`config.mk`:
```
export PLATFORM = sky130hd
export DESIGN_NAME = hps_dma_bridge
export DESIGN_NICKNAME = d
export VERILOG_FILES = /design/src/rtl/hps_dma_bridge.sv
export SDC_FILE = /design/constraint.sdc
export NUM_CORES = 1
export LEC_CHECK = 0
export CORE_MARGIN = 2
export CORE_UTILIZATION = 56
export DETAILED_ROUTE_END_ITERATION = 8
export PLACE_DENSITY = 0.94
export SYNTH_ARGS = -nofsm -noshare
export SYNTH_HDL_FRONTEND = slang
export SYNTH_SLANG_ARGS = --single-unit
```
`constraint.sdc`:
```
create_clock -name clk_sys -period 8.7 [get_ports clk_sys]
set_clock_uncertainty 0.1 [all_clocks]
set_input_delay 1.74 -clock clk_sys [delete_from_list [all_inputs] [get_ports clk_sys]]
set_output_delay 1.74 -clock clk_sys [all_outputs]
set_load 0.01 [all_outputs]
```
`src/rtl/hps_dma_bridge.sv`:
```
// rtl/hps_dma_bridge.sv - HPS-to-Avalon DMA bridge with a burst read-prefetch buffer
// Optional read watchdog: define HPS_DMA_BRIDGE_TIMEOUT_EN to build it (err tied low otherwise).
// Single-word HPS requests are served from a BURST-word buffer on a hit, or by an
// Avalon burst that refills the buffer on a miss. Writes go straight through as
// single-beat Avalon writes and patch the buffer when they hit it.
module hps_dma_bridge #(
  parameter int DW      = 32,
  parameter int AW      = 32,
  parameter int BURST   = 4,
  parameter int TIMEOUT = 65535
) (
  input  logic              clk_sys,
  input  logic              reset,
  input  logic [AW-1:0]     dma_addr,
  input  logic              dma_rd,
  input  logic              dma_wr,
  input  logic [DW-1:0]     dma_dout,
  output logic [DW-1:0]     dma_din,
  output logic              io_wait,
  output logic              err,
  output logic [AW-1:0]     avm_address,
  output logic [4:0]        avm_burstcount,
  output logic              avm_read,
  output logic              avm_write,
  output logic [DW-1:0]     avm_writedata,
  output logic [DW/8-1:0]   avm_byteenable,
  input  logic              avm_waitrequest,
  input  logic              avm_readdatavalid,
  input  logic [DW-1:0]     avm_readdata
);

  localparam int OFFB = $clog2(DW / 8);
  localparam int WIW  = AW - OFFB;
  localparam int BB   = $clog2(BURST);
  localparam int BIW  = (BB > 0) ? BB : 1;
  localparam int BCW  = BB + 1;

  localparam logic [2:0] S_IDLE    = 3'd0;
  localparam logic [2:0] S_HIT     = 3'd1;
  localparam logic [2:0] S_RD_REQ  = 3'd2;
  localparam logic [2:0] S_RD_DATA = 3'd3;
  localparam logic [2:0] S_WR_REQ  = 3'd4;
  localparam logic [2:0] S_DONE    = 3'd5;

  localparam logic [WIW-1:0] BASE_MASK = ~WIW'(BURST - 1);
  localparam logic [BCW-1:0] LAST_BEAT = BCW'(BURST - 1);

  logic [2:0]     state_q, state_d;
  logic           io_wait_q;
  logic [DW-1:0]  dma_din_q;
  logic           valid_q;
  logic [WIW-1:0] base_q;
  logic [WIW-1:0] req_idx_q;
  logic [BIW-1:0] req_off_q;
  logic [DW-1:0]  wdata_q;
  logic [BCW-1:0] beat_q;
  logic [DW-1:0]  buf_mem_q [BURST];

  logic [WIW-1:0] addr_idx;
  logic [WIW-1:0] addr_base;
  logic [BIW-1:0] addr_off;
  logic [WIW-1:0] req_base;
  logic [BIW-1:0] beat_slot;
  logic           addr_hit;
  logic           beat_in;
  logic           last_beat;
  logic           to_fire;

  assign addr_idx  = dma_addr[AW-1:OFFB];
  assign addr_base = addr_idx & BASE_MASK;
  assign addr_off  = BIW'(addr_idx % WIW'(BURST));
  assign req_base  = req_idx_q & BASE_MASK;
  assign beat_slot = beat_q[BIW-1:0];
  assign addr_hit  = valid_q && (addr_base == base_q);
  // Beats outside RD_DATA are stray (e.g. the tail of a burst cut short by reset).
  assign beat_in   = (state_q == S_RD_DATA) && avm_readdatavalid;
  assign last_beat = beat_in && (beat_q == LAST_BEAT);

`ifdef HPS_DMA_BRIDGE_TIMEOUT_EN
  logic [31:0] to_cnt_q;
  logic        err_q;
  logic        rd_active;

  assign rd_active = (state_q == S_RD_REQ) || (state_q == S_RD_DATA);
  assign to_fire   = rd_active && (to_cnt_q == 32'(TIMEOUT - 1));
  assign err       = err_q;

  // Watchdog: counts cycles spent waiting on the read; err is sticky until the next request.
  always_ff @(posedge clk_sys) begin
    if (reset) begin
      to_cnt_q <= '0;
      err_q    <= 1'b0;
    end else begin
      to_cnt_q <= (rd_active && !to_fire) ? to_cnt_q + 32'd1 : '0;
      if (state_q == S_IDLE && (dma_rd || dma_wr)) err_q <= 1'b0;
      if (to_fire) err_q <= 1'b1;
    end
  end
`else
  assign to_fire = 1'b0;
  assign err     = 1'b0;
`endif

  logic unused_ok;
  assign unused_ok = &{1'b0, dma_addr[OFFB-1:0], (TIMEOUT != 0)};

  // Next-state decode; a watchdog expiry overrides whatever the read was doing.
  always_comb begin
    state_d = state_q;
    case (state_q)
      S_IDLE: begin
        if (dma_wr)      state_d = S_WR_REQ;
        else if (dma_rd) state_d = addr_hit ? S_HIT : S_RD_REQ;
      end
      S_HIT:     state_d = S_DONE;
      S_RD_REQ:  if (!avm_waitrequest) state_d = S_RD_DATA;
      S_RD_DATA: if (last_beat) state_d = S_DONE;
      S_WR_REQ:  if (!avm_waitrequest) state_d = S_DONE;
      S_DONE:    state_d = S_IDLE;
      default:   state_d = S_IDLE;
    endcase
    if (to_fire) state_d = S_DONE;
  end

  // Control and result registers: request capture, beat counting, buffer tag and io_wait.
  always_ff @(posedge clk_sys) begin
    if (reset) begin
      state_q   <= S_IDLE;
      io_wait_q <= 1'b0;
      dma_din_q <= '0;
      valid_q   <= 1'b0;
      base_q    <= '0;
      req_idx_q <= '0;
      req_off_q <= '0;
      wdata_q   <= '0;
      beat_q    <= '0;
    end else begin
      state_q <= state_d;
      case (state_q)
        S_IDLE: begin
          if (dma_wr || dma_rd) begin
            io_wait_q <= 1'b1;
            req_idx_q <= addr_idx;
            req_off_q <= addr_off;
            wdata_q   <= dma_dout;
            // A miss refills the buffer, so its old contents stop being trustworthy now.
            if (!dma_wr && !addr_hit) valid_q <= 1'b0;
          end
        end
        S_HIT: dma_din_q <= buf_mem_q[req_off_q];
        S_RD_DATA: begin
          if (beat_in) begin
            if (beat_slot == req_off_q) dma_din_q <= avm_readdata;
            if (last_beat) begin
              valid_q <= 1'b1;
              base_q  <= req_base;
              beat_q  <= '0;
            end else begin
              beat_q <= beat_q + BCW'(1);
            end
          end
        end
        S_DONE: io_wait_q <= 1'b0;
        default: ;
      endcase
      if (to_fire) begin
        dma_din_q <= '1;
        valid_q   <= 1'b0;
        beat_q    <= '0;
      end
    end
  end

  // Buffer storage: filled by burst beats, patched by writes that hit the cached line.
  always_ff @(posedge clk_sys) begin
    if (state_q == S_IDLE && dma_wr && addr_hit) buf_mem_q[addr_off] <= dma_dout;
    else if (beat_in) buf_mem_q[beat_slot] <= avm_readdata;
  end

  assign dma_din        = dma_din_q;
  assign io_wait        = io_wait_q;
  assign avm_read       = (state_q == S_RD_REQ);
  assign avm_write      = (state_q == S_WR_REQ);
  assign avm_address    = {(avm_read ? req_base : req_idx_q), {OFFB{1'b0}}};
  assign avm_burstcount = avm_read ? 5'(BURST) : 5'd1;
  assign avm_writedata  = wdata_q;
  assign avm_byteenable = '1;

endmodule

```
==> out/results.tsv <==
stage	metric	value	unit
outcome	status	complete, no violations	
drt	Detail Route Antenna Nets	0	
critical_path	Crit path arrival time	4.47	ns
global_routing	largest net degree at the start of global routing	94	
cts	CTS tree	built	
pwr	internal power	2.80	mW
cts	CTS buffer count	26	
critical_path	CP Buf/Inv Count	2	
yosys	Most used DFF post-synth	dfxtp_1	
timing	final setup vio count	0	
critical_path	Crit-path slowest cell	o41ai_1	
critical_path	family with the most delay on the worst path	buffers and inverters	
cells_and_area	synthesis-to-layout area growth	26.7	%
yosys	Syn Area/Cell	10.6	µm²
cts	Clock Tree Buf Depth	3	
critical_path	CP max stage delay	0.55	ns
critical_path	Worst R2R Setup Slack	5.13	ns
global_routing	GRT Total Usage	27.5	%
placed_design	placer congestion estimate	0.792	
timing	FMAX	226	MHz
yosys	Mapped Area	10700	µm²
pwr	Psw	1.29	mW
die	Die H	142	µm
timing	RSZ-0062 raised after global routing	false	
pwr	power share of the sequential group	39.5	%
drt	DRT Pass-1 Iters	5	
global_routing	first-pass GRT wire length	43500	µm
cells_and_area	Finished Layout Cells	1404	
critical_path	Startpoint Class	input pin	
yosys	Post-synth EDFFs	128	
critical_path	Worst Path Max Fanout	32	
critical_path	worst-path cell chain	clkdlybuf4s50_1 > xor2_1 > nor4_1 > nand4_1 > o41ai_1 > nand2_1 > o22ai_4 > buf_4	
timing	Hold WS	0.357	ns
yosys	Distinct cells, synth	43	
die	Core ar.	18700	µm²
yosys	Synth Register Bits	260	
placed_design	dpl cells	1356	
die	row count	50	
placed_design	pre-CTS WS	3.78	ns
cts	cts hold-fix bufs	0	
die	# IOs	211	
cts	CTS resizes	0	
cts	clock-pin slew on the worst setup and hold paths	0.06	ns
cells_and_area	Design Area, Final	13500	µm²
critical_path	critical path type	in -> reg	
timing	relative slew slack	12.0	%
drt	DR vias/cell	5.78	
timing	Worst Tran Pin Value	1.32	ns
timing	Final Hold Viols	0	
drt	Top Layer Used	met4	
cts	root buf cell	clkbuf_16	
placed_design	Post-DP Area	12600	µm²
pwr	Pwr Density	303	nW/µm²
cts	# clock sinks	260	
global_routing	Remaining Overflow, GRT	0	
critical_path	crit end category	flip-flop	
critical_path	Worst Path Required	8.76	ns
drt	post-DR wirelength/cell	19.8	µm
global_routing	initial antenna violation count	0	
timing	Max Slew Vio Count	0	
pwr	Clock Power Share	29.8	%
drt	final wirelength	27700	µm
yosys	Syn Inst Count	1006	
placed_design	# port buffers	198	
timing	setup ws final	4.28	ns
cts	htree depth	1	
yosys	Async S/R FF share, synth	0	%
drt	1st-iter DRT viols	583	
die	initial core utilization	57.0	%
timing	Final period util	50.8	%
yosys	Syn. warnings	0	
drt	DRC violations left	0	
cells_and_area	ANT cells	0	
min_path	Hold/Removal Path Class	reg -> reg	
timing	fin crit period	4.42	ns
flow_run	Max-cap violations	0	
pwr	Peak VDD IR	200	µV
die	Die Wd	142	µm
global_routing	number of global-route vias before repair	8425	
drt	M1 WL	10400	µm
cells_and_area	final core occ	72.3	%
placed_design	DP HPWL	17100	µm
timing	Setup TNS	0	ns
cts	Worst-Skew Late Latency	0.52	ns
cells_and_area	fillers	1201	
drt	Via Count	8116	
pwr	Pwr Total	4.09	mW
pwr	combinational share of power	30.7	%
cells_and_area	share of cells above drive strength 1	8.97	%
die	Die ar.	20200	µm²
pwr	Switching Fraction	31.6	%
cts	post-CTS setup buffer count	0	
drt	metal2 WL	14100	µm
drt	met3 routed WL	2470	µm
cells_and_area	post-layout net count	1253	
pwr	leakage	4.78	nW
yosys	post-synthesis sequential area ratio	60.8	%
==> cells in the final DEF (no fill, tap or decap), drive strengths merged, types with 3 or more instances in the layout <==
master,n
nor3,4
nand3,3
dfxtp,132
buf,14
a311oi,33
o21ai,8
mux4,32
nor2b,3
xnor2,4
nand2b,4
a21oi,97
nor3b,3
conb,10
clkinv,10
edfxtp,128
xor2,23
clkbuf,32
nor2,41
nand2,350
clkdlybuf4s50,197
bufinv,5
inv,8
nor4,7
==> cells in the mapped netlist, types with 3 or more instances <==
master      n  area [µm²]
nand2_1   350        1310
dfxtp_1   132        2640
edfxtp_1  128        3840
a21oi_1    97         485
buf_4      41         308
nor2_1     41         154
clkbuf_1   35         131
a311oi_1   32         280
mux4_2     32         721
buf_2      23         115
xor2_1     23         201
inv_1       8        30.0
nor4_1      7        43.8
o21ai_0     7        35.0
buf_1       4        15.0
nand2b_1    4        25.0
nor3_1      4        20.0
xnor2_1     4        35.0
nand3_1     3        15.0
nor2b_1     3        18.8
==> power groups by stage <==
stage	combinational [mW]	clock, mW	sequential [mW]
after floorplan	0.724	0	1.63
after global placement	1.21	0	1.62
after detailed placement	1.25	0	1.64
after CTS	1.26	1.23	1.61
after global routing	1.36	1.27	1.64
final	1.26	1.22	1.62
==> kinds of logic (layout without fill, tap and decap cells) <==
group	after synthesis	in the layout	synth area share, %
mux	32	32	6.76
buf+inv	111	267	5.62
xor+xnor	27	27	2.22
fa+ha+maj	1	1	0.117
other cells	2	10	0.0704
compound gates	149	149	8.65
simple gates	424	424	15.8
flops	260	260	60.8
==> registers in the layout, indices dropped and copies added (netlist names), named ones only <==
| name | flops |
|---|---|
| avm_writedata | 32 |
| base_q | 28 |
| beat_q | 3 |
| buf_mem_q | 128 |
| dma_din | 32 |
| io_wait | 1 |
| req_idx_q | 30 |
| state_q | 3 |
| valid_q | 1 |
==> final cells by class <==
cell class | instances | area, µm² | share of cell area [%]
Tap cell | 234 | 293 | 2.17
Inverter | 8 | 30.0 | 0.222
Sequential cell | 260 | 6490 | 48.0
Multi-Input combinational cell | 643 | 3690 | 27.3
Clock buffer | 32 | 736 | 5.44
Timing Repair Buffer | 211 | 2080 | 15.4
Clock inverter | 16 | 205 | 1.52
==> worst reg2reg max path: stages (launching register included) <==
cell and delay (ns):
dfxtp_1 0.66, nor3b_4 0.27, buf_4 0.44, and2_2 0.83
nand2_1 0.23, o22ai_4 0.20, buf_4 0.47
==> path summary, 6_finish.rpt <==
path	from	to	depth (start not counted)
worst max register to register	state_q[1]	buf_mem_q[1][10]	6
worst min-delay path	beat_q[2]	beat_q[2]	2
worst max-delay path	dma_addr[15]	buf_mem_q[1][10]	8
worst min register to register	beat_q[2]	beat_q[2]	2
==> metal layers <==
layer | vias to the layer above | global-route usage [%]
met3 | 61 | 5.92
met2 | 388 | 48.8
met1 | 3961 | 33.3
met5 | - | 0
li1 | 3706 | -
met4 | 0 | 9.89
Note: power is estimated with default switching activity, not from simulation.
